==> src/rtl/irq_receiver.sv <==
// irq_receiver: synchronizes NUM_IRQ interrupt lines (any irq_gen mode),
// latches events into a pending register and presents the lowest-index
// unmasked pending source over a valid/ready handshake.

// Per-source lane: synchronizer, polarity normalization, edge/level
// capture and the pending bit itself.
module irq_receiver_lane #(
    parameter int SYNC_STAGES = 2
) (
    input  logic       clk_i,
    input  logic       arst_n_i,
    input  logic       irq_i,
    input  logic [1:0] mode_i,
    input  logic       cap_en_i,
    input  logic       clr_i,
    output logic       pending_o
);
    logic [SYNC_STAGES-1:0] sync_q;
    logic                   act;
    logic                   act_d;
    logic                   set;

    // Modes 1 (STROBE_N) and 2 (FIXED_N) are active low; odd modes are strobes.
    assign act = sync_q[SYNC_STAGES-1] ^ (mode_i[0] ^ mode_i[1]);
    assign set = cap_en_i & (mode_i[0] ? (act & ~act_d) : act);

    // Synchronizer, previous-cycle act and pending bit; set beats clear/ack.
    always_ff @(posedge clk_i or negedge arst_n_i) begin
        if (!arst_n_i) begin
            sync_q    <= '0;
            act_d     <= 1'b0;
            pending_o <= 1'b0;
        end else begin
            sync_q    <= {sync_q[SYNC_STAGES-2:0], irq_i};
            act_d     <= act;
            pending_o <= set | (pending_o & ~clr_i);
        end
    end
endmodule

module irq_receiver #(
    parameter int NUM_IRQ     = 8,
    parameter int SYNC_STAGES = 2,
    parameter int ID_W        = (NUM_IRQ > 1) ? $clog2(NUM_IRQ) : 1
) (
    input  logic                 clk_i,
    input  logic                 arst_n_i,
    input  logic [NUM_IRQ-1:0]   irq_i,
    input  logic [2*NUM_IRQ-1:0] irq_mode_i,
    input  logic [NUM_IRQ-1:0]   mask_i,
    input  logic [NUM_IRQ-1:0]   clear_i,
    output logic [NUM_IRQ-1:0]   pending_o,
    output logic                 irq_o,
    output logic                 irq_valid_o,
    output logic [ID_W-1:0]      irq_id_o,
    input  logic                 irq_ready_i
);
    localparam int CNT_W = 3;

    typedef enum logic [1:0] {S_IDLE, S_PRESENT, S_ACK} state_t;

    state_t               state_q, state_d;
    logic [ID_W-1:0]      id_q, id_d, pick;
    logic [CNT_W-1:0]     warm_q;
    logic                 cap_en;
    logic                 hs;
    logic [NUM_IRQ-1:0]   req;
    logic [NUM_IRQ-1:0]   ack_vec;

    assign cap_en      = (warm_q == '0);
    assign req         = pending_o & mask_i;
    assign hs          = (state_q == S_PRESENT) && irq_ready_i;
    assign irq_valid_o = (state_q == S_PRESENT);
    assign irq_id_o    = id_q;

    // Hold capture off until the synchronizers and act_d carry real samples,
    // so reset-zero contents never look like an event on active-low sources.
    always_ff @(posedge clk_i or negedge arst_n_i) begin
        if (!arst_n_i)          warm_q <= CNT_W'(SYNC_STAGES + 1);
        else if (warm_q != '0)  warm_q <= warm_q - 1'b1;
    end

    // Lowest-index request wins; acknowledge decodes back to a one-hot clear.
    always_comb begin
        pick    = '0;
        ack_vec = '0;
        for (int i = NUM_IRQ - 1; i >= 0; i--)
            if (req[i]) pick = ID_W'(i);
        for (int i = 0; i < NUM_IRQ; i++)
            ack_vec[i] = hs && (id_q == ID_W'(i));
    end

    genvar n;
    generate
        for (n = 0; n < NUM_IRQ; n++) begin : g_lane
            irq_receiver_lane #(.SYNC_STAGES(SYNC_STAGES)) u_lane (
                .clk_i     (clk_i),
                .arst_n_i  (arst_n_i),
                .irq_i     (irq_i[n]),
                .mode_i    (irq_mode_i[2*n +: 2]),
                .cap_en_i  (cap_en),
                .clr_i     (clear_i[n] | ack_vec[n]),
                .pending_o (pending_o[n])
            );
        end
    endgenerate

    // Arbiter next-state: latch ID in IDLE, hold it through PRESENT, one ACK gap.
    always_comb begin
        state_d = state_q;
        id_d    = id_q;
        case (state_q)
            S_IDLE: begin
                if (|req) begin
                    state_d = S_PRESENT;
                    id_d    = pick;
                end
            end
            S_PRESENT: if (irq_ready_i) state_d = S_ACK;
            S_ACK:     state_d = S_IDLE;
            default:   state_d = S_IDLE;
        endcase
    end

    // Arbiter state, presented ID and registered aggregate interrupt.
    always_ff @(posedge clk_i or negedge arst_n_i) begin
        if (!arst_n_i) begin
            state_q <= S_IDLE;
            id_q    <= '0;
            irq_o   <= 1'b0;
        end else begin
            state_q <= state_d;
            id_q    <= id_d;
            irq_o   <= |req;
        end
    end
endmodule

==> config.mk <==
export PLATFORM = sky130hd
export DESIGN_NAME = irq_receiver
export DESIGN_NICKNAME = d
export VERILOG_FILES = /design/src/rtl/irq_receiver.sv
export SDC_FILE = /design/constraint.sdc
export NUM_CORES = 1
export LEC_CHECK = 0
export ABC_AREA = 1
export CAP_MARGIN = 20
export CORE_MARGIN = 2
export CORE_UTILIZATION = 43
export DETAILED_ROUTE_END_ITERATION = 16
export GPL_TIMING_DRIVEN = 0
export PLACE_DENSITY = 0.82
export SYNTH_ARGS = -nofsm -noshare
export SYNTH_HDL_FRONTEND = slang
export SYNTH_HIERARCHICAL = 1
export SYNTH_SLANG_ARGS = --single-unit
export TNS_END_PERCENT = 30
==> constraint.sdc <==
create_clock -name clk_i -period 1.23 [get_ports clk_i]
set_clock_uncertainty 0.05 [all_clocks]
set_input_delay 0.246 -clock clk_i [delete_from_list [all_inputs] [get_ports clk_i]]
set_output_delay 0.246 -clock clk_i [all_outputs]
set_load 0.02 [all_outputs]
**After elaboration in Yosys (flattened, before gate mapping)**

Index checks and enable logic that the tools add are counted.

- Register bits after elaboration: 41
- Bits of input ports: 43
- Output and inout port bits: 13
- Logic and storage cells: 147

- $add $sub $neg: 1
- Equal/unequal tests: 10
- Mux-type cells: 19
- Bitwise gates (word level): 73
- Reductions and logical operators: 16

Operators with widths:

| cell | count |
|---|---|
| AND 1 bit | 24 |
| two-way mux 3 bit | 8 |
| inverter 1 bit | 16 |
| bitwise OR 1 bit | 16 |
| bitwise XOR 1 bit | 16 |
| equality test 3 bit, second input constant | 4 |
| logical AND 1 bit | 9 |
| AND 8 bit | 1 |
| two-way mux 1 bit | 8 |
| OR reduction 8 bit | 1 |
| equality test 3 x 2 -> 1 bit, second input constant | 2 |
| zero test 3 bit | 2 |
| two-way mux 2 bit | 2 |
| one-hot mux 2 bit (2 select lines) | 1 |
| AND reduction 2 bit | 2 |
| equality test 3 x 1 -> 1 bit, second input constant | 1 |
| nonzero test 3 bit | 1 |
| subtractor 3 x 1 -> 3 bit, second input constant | 1 |
| equality test 2 x 1 -> 1 bit, second input constant | 1 |
| zero test 2 bit | 1 |
| inequality test 2 x 1 -> 1 bit, second input constant | 1 |
| inequality test 2 bit, second input constant | 1 |

**Longest topological paths before layout**

Gate-level depths: netlist (run 1).

- Depth after elaboration: 9
- Mapped depth: 10
- Depth with buffers taken out: 10

**Cells and area by module**

The synthesis (run 1) kept the hierarchy.

Modules (own cells, without submodules):

| module | times used | cells each | area each (um^2) | seq. area each (um^2) |
|---|---|---|---|---|
| irq_receiver_lane | 8 | 22 | 175.2 | 100.1 |
| irq_receiver | 1 | 80 | 624.3 | 227.7 |

**Least setup slack after synthesis (run 1)**

OpenSTA, ideal clock, no wires.

- Path type: register -> register
- Start: reg warm_q[0]
- End: reg g_lane[2].u_lane.pending_o
- Library setup time: 65 ps
- Data arrival time: 1248 ps
- Data required time: 1115 ps
- Setup slack: -133 ps
- Cell stages (with the launch flop): 9
- Buffers on the path: 0
- Period minus slack after synthesis: 1363 ps
- Path through: dfstp_2 -> inv_1 -> ha_1 -> inv_1 -> nor2_1 -> nand2_1 -> inv_1 -> nand2_1 -> nand2_1

- Word-level cells in the longest chain between the ends: 3

Ends and longest elaborated chain:

| what | line | source |
|---|---|---|
| start: declaration | 64 | `logic [CNT_W-1:0] warm_q;` |
| start signal: assignment | 79 | `if (!arst_n_i) warm_q <= CNT_W'(SYNC_STAGES + 1);` |
| start signal: assignment | 80 | `else if (warm_q != '0) warm_q <= warm_q - 1'b1;` |
| zero test 3 bit | 70 | `assign cap_en = (warm_q == '0);` |
| net cap_en | 65 | `logic cap_en;` |
| AND 1 bit | 25 | `assign set = cap_en_i & (mode_i[0] ? (act & ~act_d) : act);` |
| bitwise OR 1 bit | 36 | `pending_o <= set \| (pending_o & ~clr_i);` |
| end signal: assignment | 36 |  |
| end: declaration | 16 | `output logic pending_o` |

The timed path passes the listed nets, and every way through them passes these cells.
A chain may end at the register's enable or synchronous reset.

**Worst setup path after layout (run 1)**

- Start: reg state_q[0]
- End: out irq_valid_o

- Word-level cells in the longest chain between the ends: 1

Ends and longest elaborated chain:

| what | line | source |
|---|---|---|
| start: declaration | 62 | `state_t state_q, state_d;` |
| start signal: assignment | 132 | `state_q <= state_d;` |
| equality test 2 x 1 -> 1 bit | 73 | `assign irq_valid_o = (state_q == S_PRESENT);` |
| end: declaration | 54 | `output logic irq_valid_o,` |

No other way between the ends.

==> results of run 1 <==
[layout make-up]
class                   instances  area, um^2  share of cell area
clock buffers                   6       72.57             0.02597
repair buffers                 62       559.3              0.2002
inverters                      50       190.2             0.06807
multi-input cells             166       865.8              0.3099
flip-flops and latches         41        1031              0.3690
well taps                      52       65.06             0.02329
clock inverters                 2       10.01            0.003583
[worst max-delay path, delay by kind of cell, from the launching register on]
kind | cells | cell delay (ns)
DFF | 1 | 0.37
and+or+nand+nor | 1 | 0.13
buffers and inverters | 2 | 0.19
[synth_stat cells]
library cell | number | share of area
xnor2_1 | 1 | 0.0043
xor2_1 | 1 | 0.0043
dfrtp_1 | 39 | 0.48
o21bai_1 | 8 | 0.030
nand3_1 | 27 | 0.067
o21ai_0 | 2 | 0.0049
dfstp_2 | 2 | 0.026
nor3_1 | 1 | 0.0025
inv_1 | 42 | 0.078
nand2_1 | 88 | 0.16
nand2_4 | 2 | 0.011
ha_1 | 2 | 0.012
nand2_2 | 24 | 0.074
a21oi_1 | 1 | 0.0025
nor2_1 | 3 | 0.0056
inv_2 | 8 | 0.015
o31ai_1 | 1 | 0.0037
nor2_4 | 1 | 0.0056
nor2_2 | 3 | 0.0093
[kinds of logic after synthesis]
family	share of synthesized area
simple gates	0.3379
buf+inv	0.09265
flops	0.5077
compound gates	0.04077
xor+xnor	0.008649
fa+ha+maj	0.01235
[registers in the layout, summed over array words and instances (netlist names)]
name and flops:
warm_q 3, g_lane.u_lane/act_d 8, irq_o 1, irq_id_o 3, g_lane.u_lane/sync_q 16, state_q 2, g_lane.u_lane/pending_o 8
[per-layer routing]
layer	wire length (um)	part of all wire
met2	2069	0.49
met3	249	0.059
met1	1817	0.43
met5	0	0
met4	59	0.014
[worst min-delay path by stage]
stage / startpoint / to / slack (ns) / cells after the start
global placement: g_lane[6].u_lane/sync_q[0] / g_lane[6].u_lane/sync_q[1] / 0.28 / 0
floorplan: arst_n_i / g_lane[0].u_lane/act_d / -0.1 / 0
finish: arst_n_i / g_lane[0].u_lane/sync_q[0] / 0.03 / 1
CTS: arst_n_i / g_lane[3].u_lane/pending_o / 0.06 / 1
detailed placement: g_lane[0].u_lane/sync_q[0] / g_lane[0].u_lane/sync_q[1] / 0.28 / 0
global route: arst_n_i / g_lane[0].u_lane/sync_q[0] / 0.11 / 1
[stage by stage]
stage	hold slack [ns]	cells	cell area, um^2
3_3_place_gp	0.2814	363	2649
5_1_grt	0.1050	379	2794
4_1_cts	0.05884	376	2733
6_report	0.02853	379	2794
2_1_floorplan	-0.09959	256	2033
3_5_place_dp	0.2847	363	2644
[power by group]
| part | switching, uW | internal, uW |
|---|---|---|
| Clock | 458 | 393 |
| Sequential | 132 | 1530 |
| Combinational | 763 | 583 |
[repair_timing]
action,4_1_cts,5_1_grt
resized for setup,58,21
setup endpoints to repair,24,18
gates cloned,1,0
setup buffers,4,3
pin swaps,7,11
==> results.yml, run 1 <==
status:
  status: "finished with violations"
  violations: "negative setup slack"
routing:
  drt-initial-drc-count: 65
  drc: 0
  vias_per_cell: 4.699
  drt_wl_total_mm: 4.196
  vias: 1781
  drt.antenna.violating_nets: 0
  wl_per_cell_um: 11.07
  drt_pass1_iterations: 4
critical_path:
  slowest_stage: "dfrtp_1"
  path_cells: "inv_2, nor2_4, buf_6"
  cp.required_ns: 0.93
  r2r-start: "warm_q[1]"
  critPathMaxStageDelay_ns: 0.37
  reg2regPathDepth: 6
  critPathLaunch: "state_q[0]"
  start_kind: "flop"
  crit_arrival_ns: 1.00
  crit_fanout: 2
  cp-end-kind: "primary output"
  r2r_end: "warm_q[0]"
  cp-endpoint: "irq_valid_o"
  crit_type: "reg -> out"
  reg2reg_slack_ns: -0.01
placement:
  place_ws_ns: -0.2598
  portBuffers: 55
  gp_congestion: 0.8580
  place_hpwl_mm: 3.083
timing:
  worst_slack_ns: -0.06412
  tns_ns: -0.09476
  worst_slew_pin_slew_ns: 0.9001
  rsz0062_at_grt: "true"
  finalCriticalPeriod_ns: 1.294
  drv_slew: 0
  period_share: 1.052
  fmax_ghz: 0.7727
  hold_violations: 0
  setup_viol: 6
  relSlewSlack: 0.3999
pwr:
  pwr_density_cell_nw_per_um2: 1380
  power.leakage_uw: 0.001495
  ir_drop_mv: 0.7531
  p_total_uw: 3856
clock_tree:
  cts_hold_buf: 0
  clockBufferDepth: 2
  cts_sinks: 41
  root_buffer: "clkbuf_8"
  htreeDepth: 2
  clk_pin_slew_ns: 0.08
  worstSkewPairLatency_ns: 0.29
  cts_buffers: 5
  tritoncts: "built"
floorplanning:
  dieArea_um2: 5276
  die-height_um: 72.64
  ios: 56
  core.rowCount: 24
  coreArea_um2: 4444
  die_x_um: 72.64
  start_util: 0.4558
layout:
  fin_util: 0.6287
  layout_common_cells: "nand2_1 (83), clkdlybuf4s50_1 (41), dfrtp_1 (37), inv_1 (35), nand2_2 (28)"
  fill_cells: 385
  syn_to_final_growth_pct: 37.92
  layout-drive-gt1-share: 0.2630
  mostFrequentLayoutCell: "nand2_1"
  final_nets: 371
  n_antenna_cell: 0
global_route:
  grt_usage: 0.1748
  grt_first_pass_wirelength_mm: 7.120
  top_usage_layer: "met2"
  use_met2: 0.3111
  grt_pass1_vias: 1709
  antenna_found_initial: 0
  overflow: 0
  use_met3: 0.03867
  grt_start_max_net_pins: 42
  grtUsageMet1: 0.2072
worst_hold_path:
  hold_path_class: "in -> async"
job:
  maxCapViolCount: 0
yosys:
  synth-warning-count: 6
  ys_ff_latch: 41
  syn_inst: 256
  syn_nets: 301
  yosysSeqAreaShare: 0.5077
  synth_area_um2: 2026
  ys_types: 19
  syn_area_per_cell_um2: 7.913
Power figures use the tool's default switching activity.
==> run 2, diff against run 1 <==
--- a/config.mk
+++ b/config.mk
@@ -5,13 +5,12 @@
 export SDC_FILE = /design/constraint.sdc
 export NUM_CORES = 1
 export LEC_CHECK = 0
-export ABC_AREA = 1
 export CAP_MARGIN = 20
 export CORE_MARGIN = 2
-export CORE_UTILIZATION = 43
+export CORE_UTILIZATION = 41
 export DETAILED_ROUTE_END_ITERATION = 16
 export GPL_TIMING_DRIVEN = 0
-export PLACE_DENSITY = 0.82
+export PLACE_DENSITY = 0.81
 export SYNTH_ARGS = -nofsm -noshare
 export SYNTH_HDL_FRONTEND = slang
 export SYNTH_HIERARCHICAL = 1
==> run 2 against run 1 <==
The run still ends with negative setup slack left. Utilization is 2.3 points higher. Sequential share of layout area is 2.1 points higher. Fmax is 12% lower. Clock power is 6.1% higher. Worst hold slack worse by 0.0050 ns. Non-clock buffer count is 9 higher. Via count is 22% lower. Combinational power is 3% lower. Sequential cell count stayed put. Critical endpoint is now g_lane[4].u_lane/pending_o. Largest cell class unchanged. Highest routed layer unchanged.
==> results.yml, run 2 <==
critical_path:
  crit_type: "reg -> reg"
  critPathMaxStageDelay_ns: 0.55
  reg2regPathDepth: 6
  slowest_stage: "dfstp_2"
  crit_arrival_ns: 1.59
  cp.required_ns: 1.35
  reg2reg_slack_ns: -0.24
  r2r_end: "g_lane[4].u_lane/pending_o"
  r2r-start: "warm_q[1]"
  cp-end-kind: "flop"
  path_cells: "inv_4, ha_4, nor2b_4, buf_6, nand4b_1, o311ai_2"
  crit_fanout: 8
  start_kind: "flop"
global_route:
  grt_start_max_net_pins: 42
  use_met3: 0.05523
  top_usage_layer: "met2"
  use_met2: 0.3045
  grt_pass1_vias: 1443
  overflow: 0
  grtUsageMet1: 0.2032
  grt_first_pass_wirelength_mm: 6.672
  grt_usage: 0.1791
  antenna_found_initial: 0
layout:
  seq_area_um2: 1031
  n_antenna_cell: 0
  final_nets: 261
  largest_reg_flops: 16
  largest-register: "g_lane.u_lane/sync_q"
  postLayoutCellArea_um2: 2643
  top_regs: "g_lane.u_lane/sync_q (16), g_lane.u_lane/act_d (8), g_lane.u_lane/pending_o (8)"
  layout-drive-gt1-share: 0.3180
  layout.cells.non_filler: 267
  mostFrequentLayoutCell: "clkdlybuf4s50_1"
  multi_input_area_um2: 774.5
  fill_cells: 319
  layout_common_cells: "clkdlybuf4s50_1 (41), dfrtp_1 (37), xnor2_1 (16), buf_4 (14), buf_2 (10)"
  syn_to_final_growth_pct: 51.51
floorplanning:
  die_x_um: 69.23
  die-height_um: 69.23
  core.rowCount: 23
  start_util: 0.4298
  ios: 56
  dieArea_um2: 4792
  coreArea_um2: 4058
pwr:
  comb_power_share: 0.336
  pwr-share-clk: 0.232
  power.leakage_uw: 0.001186
  switching_share: 0.3221
  ir_drop_mv: 0.9265
  power_switching_uw: 1257
  pwr_density_cell_nw_per_um2: 1477
  internal-power_uw: 2645
  p_total_uw: 3902
  pwr-share-seq: 0.433
clock_tree:
  cts_hold_buf: 0
  htreeDepth: 2
  root_buffer: "clkbuf_8"
  cts_buffers: 5
  clk_pin_slew_ns: 0.08
  cts_sinks: 41
  worstSkewPairLatency_ns: 0.30
  clockBufferDepth: 2
  tritoncts: "built"
yosys:
  syn_inst: 138
  netlist_top_cells_area: "dfrtp_1 (56%), xnor2_1 (8.5%), nand4b_1 (4.0%), o311ai_1 (4.0%), nand2b_1 (3.2%)"
  synth_top_area_share: 0.5595
  ys_types: 29
  synth_largest_area_cell: "dfrtp_1"
  synth_edf_count: 0
  syn_nets: 183
  synthArstFlopShare: 1.000
  synthTopCellsByCount: "dfrtp_1 (39), xnor2_1 (17), inv_1 (13)"
  ys_ff_latch: 41
  yosysSeqAreaShare: 0.5897
  synth-warning-count: 6
  syn_area_per_cell_um2: 12.64
  synth_area_um2: 1744
  synth_ff_type: "dfrtp_1"
  yosysMostFrequentCell: "dfrtp_1"
placement:
  gp_congestion: 0.8146
  place_hpwl_mm: 2.651
  placedCellCount: 243
  portBuffers: 55
  placed_area_um2: 2372
routing:
  drt.antenna.violating_nets: 0
  drt-initial-drc-count: 85
  vias_per_cell: 5.195
  vias: 1387
  drc: 0
  drt_wl_total_mm: 4.363
  drt_pass1_iterations: 4
  wl_per_cell_um: 16.34
timing:
  period_share: 1.197
  worst_slack_ns: -0.2421
  relSlewSlack: 0.3957
  worst_slew_pin_slew_ns: 0.9064
  fmax_ghz: 0.6793
  finalCriticalPeriod_ns: 1.472
  setup_viol: 14
  rsz0062_at_grt: "true"
  drv_slew: 0
  hold_violations: 0
job:
  maxCapViolCount: 0
worst_hold_path:
  hold_path_class: "in -> async"
status:
  status: "finished with violations"
  violations: "negative setup slack"
## run 2: layout make-up
type | count | share of cell area
clock buffers | 8 | 0.03409
inverters | 13 | 0.01941
multi-input cells | 84 | 0.2931
flip-flops and latches | 41 | 0.3902
well taps | 50 | 0.02367
repair buffers | 71 | 0.2396
## run 2: what timing repair did
item,CTS,global route
pin swaps,3,7
gates cloned,0,0
setup endpoints to repair,26,20
resized for setup,60,21
buffers inserted,12,4
## run 2: logic make-up after synthesis
logic type | after synthesis | share of synthesized area
adder cells (fa/ha/maj) | 2 | 0.01434
buffers and inverters | 13 | 0.02798
AO/OA/AOI/OAI | 28 | 0.1356
AND/OR/NAND/NOR | 35 | 0.1349
XOR/XNOR | 17 | 0.08536
flip-flops | 41 | 0.5897
multiplexers | 2 | 0.01219
## run 2: metal layers
layer	up-vias	part of all wire
met5	-	0
met2	51	0.51
li1	647	-
met1	678	0.41
met3	11	0.057
met4	0	0.030
## run 2: how the worst max path moves through the flow
stage	start	endpoint	slack (ns)
global route	warm_q[1]	g_lane[4].u_lane/pending_o	-0.30
floorplan	state_q[1]	g_lane[1].u_lane/pending_o	-0.15
global placement	arst_n_i	irq_id_o[1]	-1.12
CTS	state_q[1]	g_lane[1].u_lane/pending_o	-0.17
detailed placement	irq_ready_i	g_lane[1].u_lane/pending_o	-0.37
finish	warm_q[1]	g_lane[4].u_lane/pending_o	-0.24
## run 2: critical path: cells and delay by family (launching register included)
kind | cells | cell delay [ns]
flip-flops | 1 | 0.55
AO/OA/AOI/OAI | 1 | 0.12
AND/OR/NAND/NOR | 2 | 0.28
buffers and inverters | 2 | 0.19
adder cells (fa/ha/maj) | 1 | 0.15
## run 2: power by group through the flow
stage	Clock, uW	Combinational (uW)	Sequential [uW]
floorplan	0	489	1840
global placement	0	1100	1750
detailed placement	0	1120	1770
CTS	926	1190	1680
global route	965	1400	1710
finish	903	1310	1690
## run 2: per-stage QoR
stage / util / TNS (ns) / worst slack (ns) / hold slack, ns
final: 0.6512 / -2.076 / -0.2421 / 0.02358
after global routing: 0.6512 / -2.720 / -0.2981 / 0.1002
after CTS: 0.6226 / -1.538 / -0.1684 / 0.04758
after detailed placement: 0.5846 / -5.543 / -0.3739 / 0.2865
after global placement: 0.5859 / -50.25 / -1.124 / 0.2822
after floorplan: - / -0.9277 / -0.1505 / -0.09959
